File: src/rtl/shot_resolver_pkg.sv
// Shared game definitions: firing-controller shot_state codes, screen
// coordinate widths shared with the duck-motion block, and resolver FSM states.
package shot_resolver_pkg;

  localparam int SCREEN_X_W = 8;
  localparam int SCREEN_Y_W = 7;

  localparam logic [2:0] SHOT_PRELOAD = 3'b110;
  localparam logic [2:0] SHOT_HOLD1   = 3'b000;
  localparam logic [2:0] SHOT_SHOT1   = 3'b001;
  localparam logic [2:0] SHOT_HOLD2   = 3'b010;
  localparam logic [2:0] SHOT_SHOT2   = 3'b011;
  localparam logic [2:0] SHOT_HOLD3   = 3'b100;
  localparam logic [2:0] SHOT_SHOT3   = 3'b101;

  typedef enum logic [1:0] {
    ST_IDLE  = 2'd0,
    ST_FLASH = 2'd1,
    ST_EVAL  = 2'd2
  } resolver_state_e;

  // Only the three real shot codes can start a shot; 111 is not a valid code.
  function automatic logic is_shot_code(input logic [2:0] code);
    return (code == SHOT_SHOT1) || (code == SHOT_SHOT2) || (code == SHOT_SHOT3);
  endfunction

endpackage

File: src/rtl/shot_resolver_hitbox_check.sv
// Combinational hitbox test. Bounds are computed one bit wider than the screen
// coordinates so a hitbox hanging past the right/bottom edge never wraps.
module hitbox_check
  import shot_resolver_pkg::*;
#(
  parameter int DUCK_W = 16,
  parameter int DUCK_H = 16
) (
  input  logic [SCREEN_X_W-1:0] aim_x,
  input  logic [SCREEN_Y_W-1:0] aim_y,
  input  logic [SCREEN_X_W-1:0] duck_x,
  input  logic [SCREEN_Y_W-1:0] duck_y,
  input  logic                  duck_alive,
  output logic                  hit
);

  localparam int XW = SCREEN_X_W + 1;
  localparam int YW = SCREEN_Y_W + 1;

  logic [XW-1:0] ax_s;
  logic [XW-1:0] left_s;
  logic [XW-1:0] right_s;
  logic [YW-1:0] ay_s;
  logic [YW-1:0] top_s;
  logic [YW-1:0] bottom_s;
  logic          in_x_s;
  logic          in_y_s;

  assign ax_s     = {1'b0, aim_x};
  assign left_s   = {1'b0, duck_x};
  assign right_s  = {1'b0, duck_x} + XW'(DUCK_W - 1);
  assign ay_s     = {1'b0, aim_y};
  assign top_s    = {1'b0, duck_y};
  assign bottom_s = {1'b0, duck_y} + YW'(DUCK_H - 1);

  assign in_x_s = (ax_s >= left_s) && (ax_s <= right_s);
  assign in_y_s = (ay_s >= top_s) && (ay_s <= bottom_s);
  assign hit    = in_x_s && in_y_s && duck_alive;

endmodule

File: src/rtl/shot_resolver.sv
// Turns firing-controller shot events into a flash window followed by a
// hit/miss resolution, with per-round shot/hit counters and a duck-down latch.
module shot_resolver
  import shot_resolver_pkg::*;
#(
  parameter int FLASH_CYCLES = 4,
  parameter int DUCK_W       = 16,
  parameter int DUCK_H       = 16
) (
  input  logic                  clk,
  input  logic                  reset_n,
  input  logic [2:0]            shot_state,
  input  logic [SCREEN_X_W-1:0] aim_x,
  input  logic [SCREEN_Y_W-1:0] aim_y,
  input  logic [SCREEN_X_W-1:0] duck_x,
  input  logic [SCREEN_Y_W-1:0] duck_y,
  input  logic                  duck_alive,
  input  logic                  round_clear,
  output logic                  flash,
  output logic                  shot_done,
  output logic                  shot_hit,
  output logic [1:0]            shots_fired,
  output logic [1:0]            hits,
  output logic                  duck_down,
  output logic                  out_of_ammo
);

  localparam int CNT_W = (FLASH_CYCLES > 1) ? $clog2(FLASH_CYCLES) : 1;
  localparam logic [CNT_W-1:0] CNT_LOAD = CNT_W'(FLASH_CYCLES - 1);

  resolver_state_e       state_r;
  logic [2:0]            prev_state_r;
  logic [1:0]            pending_r;
  logic [CNT_W-1:0]      cnt_r;
  logic [SCREEN_X_W-1:0] aim_x_r;
  logic [SCREEN_Y_W-1:0] aim_y_r;
  logic [SCREEN_X_W-1:0] duck_x_r;
  logic [SCREEN_Y_W-1:0] duck_y_r;
  logic                  alive_r;
  logic                  event_s;
  logic                  go_s;
  logic                  hit_s;

  // A shot event is a change onto one of the three shot codes.
  assign event_s = is_shot_code(shot_state) && (shot_state != prev_state_r);

  // Leave IDLE whenever something is queued or a shot arrives right now.
  assign go_s = (state_r == ST_IDLE) && ((pending_r != 2'd0) || event_s) && !round_clear;

  hitbox_check #(
    .DUCK_W (DUCK_W),
    .DUCK_H (DUCK_H)
  ) u_hitbox_check (
    .aim_x      (aim_x_r),
    .aim_y      (aim_y_r),
    .duck_x     (duck_x_r),
    .duck_y     (duck_y_r),
    .duck_alive (alive_r),
    .hit        (hit_s)
  );

  // Edge detector history; keeps tracking even across round_clear.
  always_ff @(posedge clk or negedge reset_n) begin
    if (!reset_n) begin
      prev_state_r <= SHOT_PRELOAD;
    end else begin
      prev_state_r <= shot_state;
    end
  end

  // Queue of shots that arrived while the FSM was busy, saturating at 3.
  always_ff @(posedge clk or negedge reset_n) begin
    if (!reset_n) begin
      pending_r <= 2'd0;
    end else if (round_clear) begin
      pending_r <= 2'd0;
    end else if (event_s && !go_s) begin
      if (pending_r != 2'd3) begin
        pending_r <= pending_r + 2'd1;
      end
    end else if (go_s && !event_s) begin
      pending_r <= pending_r - 2'd1;
    end
  end

  // Shot FSM: snapshot and flash, then resolve and update round counters.
  always_ff @(posedge clk or negedge reset_n) begin
    if (!reset_n) begin
      state_r     <= ST_IDLE;
      cnt_r       <= '0;
      aim_x_r     <= '0;
      aim_y_r     <= '0;
      duck_x_r    <= '0;
      duck_y_r    <= '0;
      alive_r     <= 1'b0;
      flash       <= 1'b0;
      shot_done   <= 1'b0;
      shot_hit    <= 1'b0;
      shots_fired <= 2'd0;
      hits        <= 2'd0;
      duck_down   <= 1'b0;
      out_of_ammo <= 1'b0;
    end else if (round_clear) begin
      state_r     <= ST_IDLE;
      cnt_r       <= '0;
      flash       <= 1'b0;
      shot_done   <= 1'b0;
      shot_hit    <= 1'b0;
      shots_fired <= 2'd0;
      hits        <= 2'd0;
      duck_down   <= 1'b0;
      out_of_ammo <= 1'b0;
    end else begin
      shot_done <= 1'b0;
      shot_hit  <= 1'b0;
      case (state_r)
        ST_IDLE: begin
          if (go_s) begin
            state_r     <= ST_FLASH;
            cnt_r       <= CNT_LOAD;
            flash       <= 1'b1;
            aim_x_r     <= aim_x;
            aim_y_r     <= aim_y;
            duck_x_r    <= duck_x;
            duck_y_r    <= duck_y;
            alive_r     <= duck_alive;
            out_of_ammo <= 1'b0;
          end else begin
            out_of_ammo <= (shots_fired == 2'd3);
          end
        end
        ST_FLASH: begin
          out_of_ammo <= 1'b0;
          if (cnt_r == '0) begin
            state_r <= ST_EVAL;
            flash   <= 1'b0;
          end else begin
            cnt_r <= cnt_r - 1'b1;
          end
        end
        ST_EVAL: begin
          state_r   <= ST_IDLE;
          shot_done <= 1'b1;
          shot_hit  <= hit_s;
          if (shots_fired != 2'd3) begin
            shots_fired <= shots_fired + 2'd1;
          end
          if (hit_s) begin
            if (hits != 2'd3) begin
              hits <= hits + 2'd1;
            end
            duck_down <= 1'b1;
          end
          // This resolution used the last shot of the round and nothing follows.
          out_of_ammo <= (shots_fired >= 2'd2) && (pending_r == 2'd0) && !event_s;
        end
        default: begin
          state_r <= ST_IDLE;
          flash   <= 1'b0;
        end
      endcase
    end
  end

endmodule

File: config.mk
export PLATFORM = sky130hd
export DESIGN_NAME = shot_resolver
export DESIGN_NICKNAME = d
export VERILOG_FILES = /design/src/rtl/shot_resolver_pkg.sv /design/src/rtl/shot_resolver_hitbox_check.sv /design/src/rtl/shot_resolver.sv
export SDC_FILE = /design/constraint.sdc
export NUM_CORES = 1
export LEC_CHECK = 0
export CAP_MARGIN = 20
export CORE_ASPECT_RATIO = 0.7
export CORE_MARGIN = 2
export CORE_UTILIZATION = 55
export CTS_CLUSTER_DIAMETER = 60
export CTS_CLUSTER_SIZE = 25
export DETAILED_ROUTE_END_ITERATION = 10
export PLACE_DENSITY = 0.81
export SKIP_CTS_REPAIR_TIMING = 1
export SLEW_MARGIN = 5
export SYNTH_ARGS = -nofsm -noshare
export SYNTH_HDL_FRONTEND = slang
export SYNTH_SLANG_ARGS = --single-unit
File: constraint.sdc
create_clock -name clk -period 3.1 [get_ports clk]
set_clock_uncertainty 0.15 [all_clocks]
set_input_delay 0.31 -clock clk [delete_from_list [all_inputs] [get_ports clk]]
set_output_delay 0.31 -clock clk [all_outputs]
set_load 0.05 [all_outputs]
# After elaboration in Yosys (flattened, before gate mapping)
# Cells that the tools add are included.
[classes]
n_mux = 33
eq_ne = 15
add_sub_neg = 7
n_reduce_logical = 36
n_lt_le_gt_ge = 5
bitwise_logic = 1
[op_table]
columns = ["op", "count"]
rows = [
  ["$mux 2", 17],
  ["$mux 1", 12],
  ["$reduce_and 3->1", 4],
  ["$logic_and 1x1->1", 11],
  ["$reduce_bool 2->1", 5],
  ["$add 8x4->9 const B", 1],
  ["$le 8x9->1", 1],
  ["$ne 3x3->1 const B", 3],
  ["$add 7x4->8 const B", 1],
  ["$ge 8x8->1", 1],
  ["$le 7x8->1", 1],
  ["$ne 2x2->1 const B", 4],
  ["$pmux 2 s2", 2],
  ["$reduce_and 2->1", 4],
  ["$ge 7x7->1", 1],
  ["$add 2x1->2 const B", 3],
  ["$logic_not 2->1", 3],
  ["$pmux 1 s3", 2],
  ["$reduce_bool 3->1", 2],
  ["$eq 2x2->1 const B", 2],
  ["$reduce_bool 4->1", 1],
  ["$sub 2x1->2 const B", 2],
  ["$eq 3x1->1 const B", 1],
  ["$eq 3x2->1 const B", 1],
  ["8 further kinds", 12],
]
[word_totals]
output_inout_bits = 9
elab_cells = 113
regBits = 49
input_bits = 37

# Logic depth before layout (Yosys ltp)
[depth]
ltp_word = 11
ltp_mapped = 12
ltp_nobuf = 12

# Modules after synthesis
# Synthesis repeated with hierarchy kept, for this count alone.
[hier_totals]
cells_unflattened = 277
hier_area_um2 = 3221.8
[by_module_without_submodules]
columns = ["mod", "n_inst", "cells_each", "seq_area_each_um2", "area_per_inst_um2"]
rows = [
  ["shot_resolver", 1, 162, 1228.7, 2293.4],
  ["hitbox_check", 1, 115, 0.0, 928.4],
]

# Worst setup path before layout
# OpenSTA, ideal clock, no wires.
[synth_timing]
kind = "register to register"
startpoint = "reg duck_x_r[0]"
endpoint = "reg hits[0]"
synth_period_minus_slack_ns = 2.636
setup_ns = 0.125
path_stages_with_launch = 13
t_arrival_ns = 2.361
slack_ns = 0.464
cell_sequence = "dfrtp_1 inv_1 ha_1 nand2_1 nand3_1 xnor2_1 ha_1 a21o_1 a21oi_1 nand4b_1 a21oi_1 and4_1 mux2_2"
[synth_via]
elab_chain_len = 7
elab_cells_between_ends = 8
cone_classes = "add/sub (1); order compare (2); reduce/logical (5)"
[synth_rtl]
columns = ["element", "line", "source"]
rows = [
  ["start: declaration", "shot_resolver.sv:37", "logic [SCREEN_X_W-1:0] duck_x_r;"],
  ["start signal: assignment", "shot_resolver.sv:124", "duck_x_r <= duck_x;"],
  ["$add 8x4->9", "shot_resolver_hitbox_check.sv:31", "assign right_s = {1'b0, duck_x} + XW'(DUCK_W - 1);"],
  ["$le 8x9->1", "shot_resolver_hitbox_check.sv:36", "assign in_x_s = (ax_s >= left_s) && (ax_s <= right_s);"],
  ["$logic_and 1x1->1 (*)", "shot_resolver_hitbox_check.sv:36", ""],
  ["$logic_and 1x1->1 (*) (2 in a row)", "shot_resolver_hitbox_check.sv:38", "assign hit = in_x_s && in_y_s && duck_alive;"],
  ["$reduce_bool 2->1 (no source line) (*)", "--", ""],
  ["$reduce_and 3->1 (no source line) (*)", "--", ""],
  ["end signal: assignment", "shot_resolver.sv:150", "hits <= hits + 2'd1;"],
  ["end: declaration", "shot_resolver.sv:23", "output logic [1:0] hits,"],
]
# Every way passes the cells marked *; elsewhere a longest branch is shown, timed or not.
# A chain may end at the register's enable or synchronous reset.

# Worst setup path in the final report
[layout_timing]
startpoint = "reg duck_y_r[0]"
endpoint = "reg hits[0]"
[layout_via]
elab_chain_len = 7
elab_cells_between_ends = 8
cone_classes = "add/sub (1); order compare (2); reduce/logical (5)"
[layout_rtl]
columns = ["element", "line", "source"]
rows = [
  ["start: declaration", "shot_resolver.sv:38", "logic [SCREEN_Y_W-1:0] duck_y_r;"],
  ["start signal: assignment", "shot_resolver.sv:125", "duck_y_r <= duck_y;"],
  ["$add 7x4->8", "shot_resolver_hitbox_check.sv:34", "assign bottom_s = {1'b0, duck_y} + YW'(DUCK_H - 1);"],
  ["$le 7x8->1", "shot_resolver_hitbox_check.sv:37", "assign in_y_s = (ay_s >= top_s) && (ay_s <= bottom_s);"],
  ["$logic_and 1x1->1 (*)", "shot_resolver_hitbox_check.sv:37", ""],
  ["$logic_and 1x1->1 (*) (2 in a row)", "shot_resolver_hitbox_check.sv:38", ""],
  ["$reduce_bool 2->1 (no source line) (*)", "--", ""],
  ["$reduce_and 3->1 (no source line) (*)", "--", ""],
]
# Marks and branches as above.

==> impl_results.md <==
- Clk sinks: 49
- Setup WS post-layout: 0.210 ns
- Unique masters post-synth: 51
- Antenna violations before repair: 0
- FF-to-FF path depth: 10
- P per Cell Area: 818 nW/um2
- Post-synth ARST share: 1.00
- Critical R2R Capture: hits[0]
- Syn_area_per_cell: 10.5 um2
- Mapped Cells: between 200 and 300
- Critical Path Start: duck_y_r[0]
- Reg clk slew, reported paths: ~0.09 ns
- Max Slew Vio Count: 0
- Clock buffers created by TritonCTS: 5
- Layout cells sized above 1: 0.130
- Root buffer cell: clkbuf_8
- Worst slack, placed: about 0.24 ns
- Vias: 2298
- Worst Path Required: 3.14 ns
- Max-slew headroom: 0.527
- CORE AREA: approximately 5300 um2
- Row count: 22
- R2R Path Start: duck_y_r[0]
- Die footprint: 6280 um2
- WS Path Type: flip-flop to flip-flop
- Initial DRC Count: 110
- Share of the cycle needed by the critical path after routing: 0.932
- H-tree levels: 2
- HPWL Detailed: around 4600 um
- RSZ-0062 raised after global routing: no
- Seq cells post-synth: 49
- Setup slack, reg-to-reg: 0.21 ns
- Ports: 46
- Primary FF master, synth: dfrtp_1
- Worst min path class: input pin to asynchronous set/reset pin
- Vias in the first global route: 2392
- Leakage: ~1.7 nW
- Largest net degree at the start of global routing: 50
- Final Hold Fails: 0
- Crit path DAT: approximately 2.9 ns
- Total gr overflow: 0
- Placed cells: 408
- Routed WL: 6130 um
- Antenna viol nets, final: 0
- Max IR drop VDD: 0.355 mV
- DRT Pass-1 Iters: 4
- Seq/Total Area, Yosys: 0.395
- Syn Nets: 374
- Max Buffers Root-to-Sink: 2
- Tmin final: around 2.9 ns
- First-pass GRT wire length: 10800 um
- Status: finished clean
- Port bufs: 45
- GP Congestion: roughly 0.84
- Vias per cell: 5.50
- Slew of the pin with the lowest slew margin: between 0.6 and 0.7 ns
- Setup TNS: 0 ns
- DRC viols: 0
- Final net count: 422
- Synthesized area: slightly above 3000 um2
- Maximum capacitance violations: 0
- Clk_lat worst skew: roughly 0.30 ns
- Starting density of the core: 0.582
- Yosys warns: 0
- CTS tree: built
- DR WL/cell: between 10 and 15 um
- Chip width: ~94 um
- # diodes: 0
- Number of synthesized flops with an enable pin: 0
- GRT Total Usage: 0.221
- Max Fclk: 346 MHz
- CP startpoint kind: flip-flop
- CP Capture Type: flip-flop
- Setup violators final: 0
- Synthesis-to-finish area growth: 20.4%
- Final Non-Filler Cells: 418
- Largest fanout on the critical path: 3
- Die Ht: roughly 67 um
[registers in the layout, indices dropped and copies added (netlist names)]
name and cells:
aim_x_r 8, aim_y_r 7, alive_r 1, cnt_r 2, duck_down 1, duck_x_r 8, duck_y_r 7, flash 1
hits 2, out_of_ammo 1, pending_r 2, prev_state_r 3, shot_done 1, shot_hit 1, shots_fired 2, state_r 2
[worst max-delay path, stage by stage (launching register included)]
cell and delay (ns):
dfrtp_1 0.42, inv_1 0.10, ha_1 0.19, nand3_1 0.13, xnor2_1 0.15, ha_1 0.31, a21oi_1 0.13, a21boi_0 0.09
o41ai_1 0.47, and4_1 0.32, mux2_2 0.34
[per-stage QoR]
| step | utilization | area (um2) | power, mW | hold slack (ns) |
|---|---|---|---|---|
| after detailed placement | 0.672 | 3590 | 2.56 | 0.352 |
| after global placement | 0.672 | 3590 | 2.50 | 0.343 |
| after floorplan | - | 3110 | 2.17 | -0.136 |
| after CTS | 0.694 | 3700 | 3.05 | 0.0960 |
| after global routing | 0.701 | 3740 | 3.35 | 0.280 |
| final | 0.701 | 3740 | 3.06 | 0.253 |
[how the worst max path moves through the flow]
stage / to / slack (ns) / cells past startpoint
after floorplan: hits[0] / 0.46 / 12
after global placement: hits[0] / 0.34 / 12
after detailed placement: hits[0] / 0.24 / 12
after CTS: hits[0] / 0.22 / 12
after global routing: hits[0] / 0.01 / 10
final: hits[0] / 0.21 / 10
[cell usage after synthesis, types with 3 or more instances]
cell type	n	area, um2
nand2_1	33	124
xnor2_1	12	105
dfrtp_1	47	1180
a211oi_1	3	22.5
mux2_2	5	56.3
ha_1	40	500
a21oi_1	9	45.0
nand3_1	10	50.1
o21ai_1	4	20.0
a21o_1	6	45.0
nor2_1	15	56.3
and3_1	3	18.8
nor2b_1	6	37.5
mux2_4	11	165
o21ai_2	8	70.1
inv_1	25	93.8
nor3_1	7	35.0
nand4_1	4	25.0
o21ai_0	8	40.0
buf_6	4	45.0
[cell families after synthesis]
logic type,synth area share
AO/OA/AOI/OAI,0.137
XOR/XNOR,0.0338
adder cells (fa/ha/maj),0.161
buffers and inverters,0.0568
flip-flops,0.395
multiplexers,0.0777
AND/OR/NAND/NOR,0.138
[cells in the final DEF (no fill, tap or decap), drive strengths merged, types with 12 or more instances in the layout]
cell,synthesis,final
dfrtp,47,47
clkdlybuf4s50,0,44
ha,40,40
nand2,33,33
inv,25,25
o21ai,20,20
mux2,16,16
nor2,15,15
xnor2,12,12
[where the power goes]
group	internal (mW)	switching, mW	leakage, nW
Sequential	0.828	0.176	0.612
Clock	0.263	0.207	0.0585
Combinational	0.769	0.815	1.02
[routing by layer]
layer | wire [um] | up-vias | global-route usage
li1 | - | 1140 | -
met1 | 3080 | 1112 | 0.301
met3 | 266 | 2 | 0.0486
met5 | 0 | - | 0
met4 | 19 | 0 | 0.0435
met2 | 2770 | 44 | 0.364
[final cells by class]
class | instances | area [um2]
Multi-Input combinational cell | 215 | 1710
Inverter | 25 | 93.8
Clock buffer | 7 | 86.3
Timing Repair Buffer | 49 | 503
Fill cell | 425 | 1600
Clock inverter | 1 | 30.0
Sequential cell | 49 | 1230
Tap cell | 72 | 90.1
Note: power is estimated with default switching activity, not from simulation.
